$ cat src/rtl/avalon_example_host_if.sv
// Bus bundle for avalon_example_host: the command/response channel plus the
// register-port and memory-port Avalon-MM agent signals.
interface avalon_example_host_if;
  logic        cmd_valid;
  logic        cmd_ready;
  logic        cmd_write;
  logic [31:0] cmd_address;
  logic [31:0] cmd_wdata;
  logic        rsp_valid;
  logic [31:0] rsp_rdata;
  logic        rsp_error;

  logic        reg_read;
  logic        reg_write;
  logic [2:0]  reg_address;
  logic [31:0] reg_wdata;
  logic        reg_read_valid;
  logic [31:0] reg_rdata;

  logic        mem_read;
  logic        mem_write;
  logic [7:0]  mem_address;
  logic [31:0] mem_wdata;
  logic        mem_read_valid;
  logic [31:0] mem_rdata;

  modport master (
    input  cmd_valid, cmd_write, cmd_address, cmd_wdata,
           reg_read_valid, reg_rdata, mem_read_valid, mem_rdata,
    output cmd_ready, rsp_valid, rsp_rdata, rsp_error,
           reg_read, reg_write, reg_address, reg_wdata,
           mem_read, mem_write, mem_address, mem_wdata
  );

  modport slave (
    output cmd_valid, cmd_write, cmd_address, cmd_wdata,
           reg_read_valid, reg_rdata, mem_read_valid, mem_rdata,
    input  cmd_ready, rsp_valid, rsp_rdata, rsp_error,
           reg_read, reg_write, reg_address, reg_wdata,
           mem_read, mem_write, mem_address, mem_wdata
  );
endinterface

$ cat src/rtl/avalon_example_host.sv
// Avalon-MM host: one command at a time, decoded to the register or memory agent.
// Optional edge-detected interrupt pulse output enabled by defining AVALON_HOST_IRQ_EN.
module avalon_example_host #(
  parameter logic [31:0] REG_BASE       = 32'd0,
  parameter logic [31:0] REG_SPAN       = 32'd32,
  parameter logic [31:0] MEM_BASE       = 32'd1024,
  parameter logic [31:0] MEM_SPAN       = 32'd1024,
  parameter int unsigned TIMEOUT_CYCLES = 255
) (
  input logic                   clk,
  input logic                   reset_n,
  avalon_example_host_if.master bus
`ifdef AVALON_HOST_IRQ_EN
  ,
  input  logic                  irq,
  output logic                  irq_pulse
`endif
);

  typedef enum logic [1:0] {IDLE, ISSUE, WAIT_RD, RESP} state_e;
  typedef enum logic [1:0] {REGION_NONE, REGION_REG, REGION_MEM} region_e;

  localparam logic [15:0] TimeoutLimit = 16'(TIMEOUT_CYCLES);

  state_e      state_q;
  region_e     region_q;
  logic        isWrite_q;
  logic [15:0] waitCount_q;
  logic [15:0] waitCount_d;

  logic        cmdReady_q;
  logic        rspValid_q;
  logic [31:0] rspRdata_q;
  logic        rspError_q;

  logic        regRead_q;
  logic        regWrite_q;
  logic [2:0]  regAddress_q;
  logic [31:0] regWdata_q;
  logic        memRead_q;
  logic        memWrite_q;
  logic [7:0]  memAddress_q;
  logic [31:0] memWdata_q;

  logic [31:0] regOffset;
  logic [31:0] memOffset;
  region_e     cmdRegion;
  logic        selValid;
  logic [31:0] selRdata;

  // Offset-from-base compare covers both bounds in one unsigned test.
  assign regOffset   = bus.cmd_address - REG_BASE;
  assign memOffset   = bus.cmd_address - MEM_BASE;
  assign waitCount_d = waitCount_q + 16'd1;

  always_comb begin
    cmdRegion = REGION_NONE;
    if (regOffset < REG_SPAN) begin
      cmdRegion = REGION_REG;
    end else if (memOffset < MEM_SPAN) begin
      cmdRegion = REGION_MEM;
    end
  end

  always_comb begin
    selValid = 1'b0;
    selRdata = 32'd0;
    case (region_q)
      REGION_REG: begin
        selValid = bus.reg_read_valid;
        selRdata = bus.reg_rdata;
      end
      REGION_MEM: begin
        selValid = bus.mem_read_valid;
        selRdata = bus.mem_rdata;
      end
      default: begin
        selValid = 1'b0;
        selRdata = 32'd0;
      end
    endcase
  end

  always_ff @(posedge clk or negedge reset_n) begin
    if (!reset_n) begin
      state_q      <= IDLE;
      region_q     <= REGION_NONE;
      isWrite_q    <= 1'b0;
      waitCount_q  <= 16'd0;
      cmdReady_q   <= 1'b1;
      rspValid_q   <= 1'b0;
      rspRdata_q   <= 32'd0;
      rspError_q   <= 1'b0;
      regRead_q    <= 1'b0;
      regWrite_q   <= 1'b0;
      regAddress_q <= 3'd0;
      regWdata_q   <= 32'd0;
      memRead_q    <= 1'b0;
      memWrite_q   <= 1'b0;
      memAddress_q <= 8'd0;
      memWdata_q   <= 32'd0;
    end else begin
      // Strobes and the response pulse are single-cycle by default.
      regRead_q  <= 1'b0;
      regWrite_q <= 1'b0;
      memRead_q  <= 1'b0;
      memWrite_q <= 1'b0;
      rspValid_q <= 1'b0;

      case (state_q)
        IDLE: begin
          if (bus.cmd_valid) begin
            state_q    <= ISSUE;
            cmdReady_q <= 1'b0;
            region_q   <= cmdRegion;
            isWrite_q  <= bus.cmd_write;
            case (cmdRegion)
              REGION_REG: begin
                regRead_q    <= !bus.cmd_write;
                regWrite_q   <= bus.cmd_write;
                regAddress_q <= regOffset[4:2];
                regWdata_q   <= bus.cmd_wdata;
              end
              REGION_MEM: begin
                memRead_q    <= !bus.cmd_write;
                memWrite_q   <= bus.cmd_write;
                memAddress_q <= memOffset[9:2];
                memWdata_q   <= bus.cmd_wdata;
              end
              default: begin
              end
            endcase
          end
        end

        ISSUE: begin
          if (region_q == REGION_NONE) begin
            state_q    <= RESP;
            rspValid_q <= 1'b1;
            rspRdata_q <= 32'd0;
            rspError_q <= 1'b1;
          end else if (isWrite_q) begin
            state_q    <= RESP;
            rspValid_q <= 1'b1;
            rspRdata_q <= 32'd0;
            rspError_q <= 1'b0;
          end else begin
            state_q     <= WAIT_RD;
            waitCount_q <= 16'd0;
          end
        end

        WAIT_RD: begin
          if (selValid) begin
            state_q    <= RESP;
            rspValid_q <= 1'b1;
            rspRdata_q <= selRdata;
            rspError_q <= 1'b0;
          end else begin
            waitCount_q <= waitCount_d;
            if (waitCount_d == TimeoutLimit) begin
              state_q    <= RESP;
              rspValid_q <= 1'b1;
              rspRdata_q <= 32'd0;
              rspError_q <= 1'b1;
            end
          end
        end

        RESP: begin
          state_q    <= IDLE;
          cmdReady_q <= 1'b1;
        end

        default: begin
          state_q    <= IDLE;
          cmdReady_q <= 1'b1;
        end
      endcase
    end
  end

  assign bus.cmd_ready   = cmdReady_q;
  assign bus.rsp_valid   = rspValid_q;
  assign bus.rsp_rdata   = rspRdata_q;
  assign bus.rsp_error   = rspError_q;
  assign bus.reg_read    = regRead_q;
  assign bus.reg_write   = regWrite_q;
  assign bus.reg_address = regAddress_q;
  assign bus.reg_wdata   = regWdata_q;
  assign bus.mem_read    = memRead_q;
  assign bus.mem_write   = memWrite_q;
  assign bus.mem_address = memAddress_q;
  assign bus.mem_wdata   = memWdata_q;

`ifdef AVALON_HOST_IRQ_EN
  logic irqSync_q;
  logic irqPrev_q;
  logic irqPulse_q;

  // Edge detect on the registered copy so the pulse lands two cycles after the rise.
  always_ff @(posedge clk or negedge reset_n) begin
    if (!reset_n) begin
      irqSync_q  <= 1'b0;
      irqPrev_q  <= 1'b0;
      irqPulse_q <= 1'b0;
    end else begin
      irqSync_q  <= irq;
      irqPrev_q  <= irqSync_q;
      irqPulse_q <= irqSync_q & ~irqPrev_q;
    end
  end

  assign irq_pulse = irqPulse_q;
`endif

endmodule

$ cat src/flat_wrapper.sv
// flat-port wrapper written by rule: the top's interface ports become plain ports
module avalon_example_host_flat 
#(
  parameter logic [31:0] REG_BASE       = 32'd0,
  parameter logic [31:0] REG_SPAN       = 32'd32,
  parameter logic [31:0] MEM_BASE       = 32'd1024,
  parameter logic [31:0] MEM_SPAN       = 32'd1024,
  parameter int unsigned TIMEOUT_CYCLES = 255
)
  (clk, reset_n, bus_cmd_valid, bus_cmd_write, bus_cmd_address, bus_cmd_wdata, bus_reg_read_valid, bus_reg_rdata, bus_mem_read_valid, bus_mem_rdata, bus_cmd_ready, bus_rsp_valid, bus_rsp_rdata, bus_rsp_error, bus_reg_read, bus_reg_write, bus_reg_address, bus_reg_wdata, bus_mem_read, bus_mem_write, bus_mem_address, bus_mem_wdata);
  avalon_example_host_if bus_i ();
  input logic clk;
  input logic reset_n;
  input wire logic [$bits(bus_i.cmd_valid)-1:0] bus_cmd_valid;
  input wire logic [$bits(bus_i.cmd_write)-1:0] bus_cmd_write;
  input wire logic [$bits(bus_i.cmd_address)-1:0] bus_cmd_address;
  input wire logic [$bits(bus_i.cmd_wdata)-1:0] bus_cmd_wdata;
  input wire logic [$bits(bus_i.reg_read_valid)-1:0] bus_reg_read_valid;
  input wire logic [$bits(bus_i.reg_rdata)-1:0] bus_reg_rdata;
  input wire logic [$bits(bus_i.mem_read_valid)-1:0] bus_mem_read_valid;
  input wire logic [$bits(bus_i.mem_rdata)-1:0] bus_mem_rdata;
  output wire logic [$bits(bus_i.cmd_ready)-1:0] bus_cmd_ready;
  output wire logic [$bits(bus_i.rsp_valid)-1:0] bus_rsp_valid;
  output wire logic [$bits(bus_i.rsp_rdata)-1:0] bus_rsp_rdata;
  output wire logic [$bits(bus_i.rsp_error)-1:0] bus_rsp_error;
  output wire logic [$bits(bus_i.reg_read)-1:0] bus_reg_read;
  output wire logic [$bits(bus_i.reg_write)-1:0] bus_reg_write;
  output wire logic [$bits(bus_i.reg_address)-1:0] bus_reg_address;
  output wire logic [$bits(bus_i.reg_wdata)-1:0] bus_reg_wdata;
  output wire logic [$bits(bus_i.mem_read)-1:0] bus_mem_read;
  output wire logic [$bits(bus_i.mem_write)-1:0] bus_mem_write;
  output wire logic [$bits(bus_i.mem_address)-1:0] bus_mem_address;
  output wire logic [$bits(bus_i.mem_wdata)-1:0] bus_mem_wdata;
  assign bus_i.cmd_valid = bus_cmd_valid;
  assign bus_i.cmd_write = bus_cmd_write;
  assign bus_i.cmd_address = bus_cmd_address;
  assign bus_i.cmd_wdata = bus_cmd_wdata;
  assign bus_i.reg_read_valid = bus_reg_read_valid;
  assign bus_i.reg_rdata = bus_reg_rdata;
  assign bus_i.mem_read_valid = bus_mem_read_valid;
  assign bus_i.mem_rdata = bus_mem_rdata;
  assign bus_cmd_ready = bus_i.cmd_ready;
  assign bus_rsp_valid = bus_i.rsp_valid;
  assign bus_rsp_rdata = bus_i.rsp_rdata;
  assign bus_rsp_error = bus_i.rsp_error;
  assign bus_reg_read = bus_i.reg_read;
  assign bus_reg_write = bus_i.reg_write;
  assign bus_reg_address = bus_i.reg_address;
  assign bus_reg_wdata = bus_i.reg_wdata;
  assign bus_mem_read = bus_i.mem_read;
  assign bus_mem_write = bus_i.mem_write;
  assign bus_mem_address = bus_i.mem_address;
  assign bus_mem_wdata = bus_i.mem_wdata;
  avalon_example_host #(.REG_BASE(REG_BASE), .REG_SPAN(REG_SPAN), .MEM_BASE(MEM_BASE), .MEM_SPAN(MEM_SPAN), .TIMEOUT_CYCLES(TIMEOUT_CYCLES)) u_core (.clk(clk), .reset_n(reset_n), .bus(bus_i));
endmodule
$ cat config.mk
export PLATFORM = sky130hd
export DESIGN_NAME = avalon_example_host_flat
export DESIGN_NICKNAME = d
export VERILOG_FILES = /design/src/rtl/avalon_example_host_if.sv /design/src/rtl/avalon_example_host.sv /design/src/flat_wrapper.sv
export SDC_FILE = /design/constraint.sdc
export NUM_CORES = 1
export LEC_CHECK = 0
export ABC_AREA = 1
export CAP_MARGIN = 20
export CORE_MARGIN = 5
export CORE_UTILIZATION = 45
export DETAILED_ROUTE_END_ITERATION = 16
export PLACE_DENSITY = 0.81
export SETUP_SLACK_MARGIN = 0.02
export SYNTH_ARGS = -nofsm -noshare
export SYNTH_HDL_FRONTEND = slang
export SYNTH_SLANG_ARGS = --single-unit
export TNS_END_PERCENT = 30
$ cat constraint.sdc
create_clock -name clk -period 2.1 [get_ports clk]
set_input_delay 0.42 -clock clk [delete_from_list [all_inputs] [get_ports clk]]
set_output_delay 0.42 -clock clk [all_outputs]
set_load 0.02 [all_outputs]
Word-level counts from Yosys, hierarchy flattened. Cells that the tools add are included.

Shift-type cells: 0. Add/subtract/negate cells: 2. Mux-type cells: 43. Reductions and logical operators: 12. Div/mod/pow operators: 0. $lt $le $gt $ge: 2. $mul: 0. Equality and inequality tests: 14. Bitwise gates (word level): 0.

Operator list (number): 32-bit two-way mux (4); 32-bit case mux with 2 select lines (2); 16-bit two-way mux (3); 32-bit by 11-bit less-than comparator with 1-bit output (second input constant) (1); 32-bit by 6-bit less-than comparator with 1-bit output (second input constant) (1); 16-bit case mux with 2 select lines (1); 32-bit by 11-bit subtractor with 32-bit output (second input constant) (1); 1-bit two-way mux (22); 16-bit by 1-bit adder with 16-bit output (second input constant) (1); 16-bit by 8-bit equality test with 1-bit output (second input constant) (1); 2-bit two-way mux (6); 3-bit AND reduction (3); 2-bit equality test (second input constant) (4); 2-bit != test (second input constant) (4); 1-bit case mux with 2 select lines (4); 2-bit case mux with 4 select lines (1); 2-bit by 1-bit equality test with 1-bit output (second input constant) (3); 3-bit by 1-bit != test with 1-bit output (second input constant) (2); 2-bit AND reduction (3); 2-bit logical NOT (2); 4-bit AND reduction (1); 2-bit nonzero test (2); 1-bit logical NOT (1).

Logic and storage cells: 89. Flip-flop bits (word level): 135. Output and inout port bits: 114. Bits of input ports: 134. Memory bits (read-only): 0. Latch bits: 0. Memories: 0. Bits in writable memories: 0.

Longest topological paths before layout.
Word-level depth: 8. Gate-level depth with buffers: 15. Gate-level depth less buffers: 14.

Worst setup path after synthesis. No wires, ideal clock.

Path kind: register -> register. Start: register u_core.waitCount_q[0]. End: register u_core.rspRdata_q[0], in the netlist u_core.bus.rsp_rdata[0]. Stages on the path, launching flop included: 16. Required time: 1.983 ns. Buffers on the path: 1. Clock period less this slack: 1.950 ns. Arrival time: 1.833 ns. Setup time: 0.117 ns. Slack: 0.150 ns. Path through: dfrtp_1 > ha_1 > nand3_2 > nor2_4 > nand2_2 > nand2_1 > nand2_1 > nor2_1 > nand2_1 > nor2_1 > nand2_1 > nand2_4 > nand2_4 > buf_6 > nand2_1 > nand2_1.

Longest elaborated chain between the ends: 4.

Ends and longest elaborated chain: start: declaration (RTL line avalon_example_host.sv:28) `logic [15:0] waitCount_q;`; start signal: assignment (RTL line avalon_example_host.sv:160) `waitCount_q <= waitCount_d;`; 16-bit by 1-bit adder with 16-bit output (RTL line avalon_example_host.sv:54) `assign waitCount_d = waitCount_q + 16'd1;`; 16-bit by 8-bit equality test with 1-bit output (RTL line avalon_example_host.sv:161) `if (waitCount_d == TimeoutLimit) begin`; 3-bit by 1-bit != test with 1-bit output (no source line); 3-bit AND reduction (no source line); end signal: assignment (RTL line avalon_example_host.sv:157) `rspRdata_q <= selRdata;`; end: declaration (RTL line avalon_example_host.sv:33) `logic [31:0] rspRdata_q;`.

No other way between the ends. A chain may end at the register's enable or synchronous reset.

Worst setup path in the final report.
Start: register u_core.waitCount_q[1]. End: register u_core.rspRdata_q[25], in the netlist u_core.bus.rsp_rdata[25].

Same word-level chain as after synthesis.

==> results_dict.tcl <==
set metrics [dict create \
    drive_gt1_frac 0.151 \
    yosys_warnings 0 \
    synth_seq_cells 135 \
    fin_crit_ns 2.05 \
    grt_pass1_wl_mm 32.6 \
    synth_flop_cell "dfrtp_1" \
    post_drt_wl_per_cell_um 15.3 \
    syn_nets 1016 \
    finalCritPeriodShare 0.975 \
    drt_wl_total_mm 20.9 \
    fillers 1090 \
    start_util 0.460 \
    syn_inst 873 \
    num_vias 6858 \
    crit_buf_inv 2 \
    clkLatencyLatePin_ns 0.41 \
    hold_class "reg -> reg" \
    gr-total-overflow 0 \
    track_usage 0.227 \
    yosys.area.top_type "dfrtp_1" \
    rows 44 \
    fp.dieArea_um2 17400 \
    place.gp.congestion 0.855 \
    synth_area_leaders "dfrtp_1 (50%), nand2_1 (19%), nand3_1 (7.1%)" \
    antenna_found_initial 0 \
    drcViolationCount 0 \
    cp.arrival_ns 2.40 \
    cts_buffers 17 \
    drv_slew 0 \
    via_per_inst 5.04 \
    grt_setup_unrepaired "true" \
    critPathTopFamily "simple AND/OR/NAND/NOR gates" \
    multi_input_area_um2 3040 \
    core_um2 14500 \
    cts_tree "built" \
    p_leak_nw 5.03 \
    stdcell_area_um2 10700 \
    path_cells "ha_4 > nand3_4 > nor2_4 > buf_4 > xor2_1 > nor2_1 > nand2_1 > nor2_2 > nand2_2 > nand2_4 > buf_4 > nand3_1 > nand2_1" \
    skew_ns 0.00543 \
    critPathKind "reg -> reg" \
    async_flop_share 1.00 \
    hold_viol 0 \
    synth.avg_cell_area_um2 7.65 \
    grt_max_degree 42 \
    yosysMostFrequentCell "nand2_1" \
    seq_area_um2 3380 \
    synth_edf_count 0 \
    die_w_um 132 \
    clock-root-buffer "clkbuf_16" \
    max-slew-margin-rel 0.724 \
    num_antenna_cells 0 \
    worstSetupEndpointType "flip-flop" \
    stdcell_count 1362 \
    syn_area_um2 6680 \
    io_pins 248 \
    clkSlewWorstSetupHoldPaths_ns 0.06 \
    startpoint_type "flip-flop" \
    synthToLayoutAreaGrowth_pct 59.5 \
    cap_violations 0 \
    worstMarginPinSlew_ns 0.414 \
    synth_cell_types 31 \
    io_buffers 245 \
    synth_top_area_frac 0.502 \
    first_pass_iters 5 \
    status "finished clean" \
    setup_viol 0 \
    critical-path-slowest-cell "dfrtp_1" \
    final_nets 1308 \
    antenna_left 0 \
    postPlaceCellArea_um2 9630 \
    cts_num_sinks 135 \
    dpl.cell_count 1315 \
    cts.path.max_buffers 2 \
    first_iter_violations 349 \
    die_y_um 132 \
    critical_path_required_ns 2.45 \
    fmax_mhz 488 \
    synth_common_cells "nand2_1 (342), dfrtp_1 (134), nand3_1 (95)" \
    cp_slowest_stage_delay_ns 0.41 \
    dpl.hpwl_mm 14.8 \
    grt_pass1_vias 6539 \
    ys_seq_area_frac 0.506 \
    cp_max_fo 11 \
    powerDensity_nw_per_um2 772 \
    peakVddDrop_mv 0.603 \
    h-tree-depth 4 \
]
## cell families (layout without fill, tap and decap cells)
group	after synthesis	in the layout	share of synthesized area
fa+ha+maj	9	9	0.0169
compound gates	103	103	0.0811
buf+inv	120	425	0.0787
flops	135	135	0.506
simple gates	504	504	0.315
xor+xnor	2	2	0.00262
## final cells by class
cell class                 count  area share
sequential                   135       0.317
timing repair buffer         314       0.295
multi-input combinational    618       0.286
clock buffer                  21      0.0432
inverter                      79      0.0281
tap                          184      0.0216
clock inverter                11     0.00951
## state kept, by name, indices dropped and copies added (netlist names)
name	cells
u_core.bus.mem_address	8
u_core.bus.rsp_error	1
u_core.bus.cmd_ready	1
u_core.bus.reg_address	3
u_core.bus.mem_wdata	32
u_core.bus.reg_read	1
u_core.waitCount_q	16
u_core.bus.reg_write	1
u_core.state_q	2
u_core.region_q	2
u_core.bus.mem_write	1
u_core.isWrite_q	1
u_core.bus.mem_read	1
u_core.bus.rsp_rdata	32
u_core.bus.rsp_valid	1
u_core.bus.reg_wdata	32
## what timing repair did
item / CTS / global route
hold buffers: 1 / 0
endpoints found under the hold margin: 36 / 0
resized for setup: 5 / 91
setup endpoints to repair: 40 / 95
cloned: 0 / 3
pin swaps: 2 / 22
buffers inserted: 0 / 11
## report_power, final
group / switching [W] / internal, W / total [W]
Clock: 0.00110 / 0.00169 / 0.00279
Sequential: 0.000152 / 0.00277 / 0.00293
Combinational: 0.00149 / 0.00102 / 0.00251
Total: 0.00275 / 0.00548 / 0.00822
## per-layer routing
layer,part of all wire,vias to the layer above,global-route usage
li1,-,3363,-
met1,0.41,3197,0.280
met2,0.49,265,0.380
met3,0.074,33,0.0721
met4,0.023,0,0.0743
met5,0,-,0
## path summary, 6_finish.rpt
kind / startpoint / endpoint / slack [ns] / depth (start not counted)
max: u_core.waitCount_q[1] / u_core.bus.rsp_rdata[25] / 0.05 / 13
min: u_core.bus.rsp_rdata[10] / u_core.bus.rsp_rdata[10] / 0.47 / 2
max reg2reg: u_core.waitCount_q[1] / u_core.bus.rsp_rdata[25] / 0.05 / 13
min reg2reg: u_core.bus.rsp_rdata[10] / u_core.bus.rsp_rdata[10] / 0.47 / 2
max in group asynchronous: reset_n / u_core.bus.rsp_rdata[20] / 1.01 / 3
min in group asynchronous: reset_n / u_core.bus.reg_wdata[8] / 0.49 / 2
## layout by cell type (no fill, tap or decap), types with 3 or more instances in the layout
master           count
nor2_1              29
nor2_4               8
dlymetal6s2s_1       7
o21ai_1              3
nand4_1              7
nand3_1             94
clkdlybuf4s50_1    237
a21oi_1             35
o21ai_0             52
clkinv_2             3
nand2_2             30
clkbuf_16           19
buf_4               53
buf_12               7
dfrtp_1            133
o22ai_1              8
nand2_1            302
inv_1               73
buf_6                6
clkinv_4             3
inv_2                5
nor2_2              13
clkinvlp_4           4
ha_1                 7
nand2_4             13
## stage by stage
step           total power (W)  hold WS (ns)  setup TNS [ns]   util  worst slack [ns]
2_1_floorplan          0.00426         0.124               0      -             0.150
3_3_place_gp           0.00508         0.369          -20.63  0.663            -0.336
3_5_place_dp           0.00514         0.368          -27.13  0.663            -0.384
4_1_cts                0.00801         0.471               0  0.704           0.00753
5_1_grt                0.00862         0.485           -5.79  0.733            -0.108
6_report               0.00822         0.468               0  0.733            0.0522
## worst reg2reg max path: cells and delay by family, from the launching register on
kind,cells,cell delay [ns]
buf+inv,2,0.34
flops,1,0.41
xor+xnor,1,0.07
simple gates,9,1.00
fa+ha+maj,1,0.18
(Power assumes the default switching activity.)
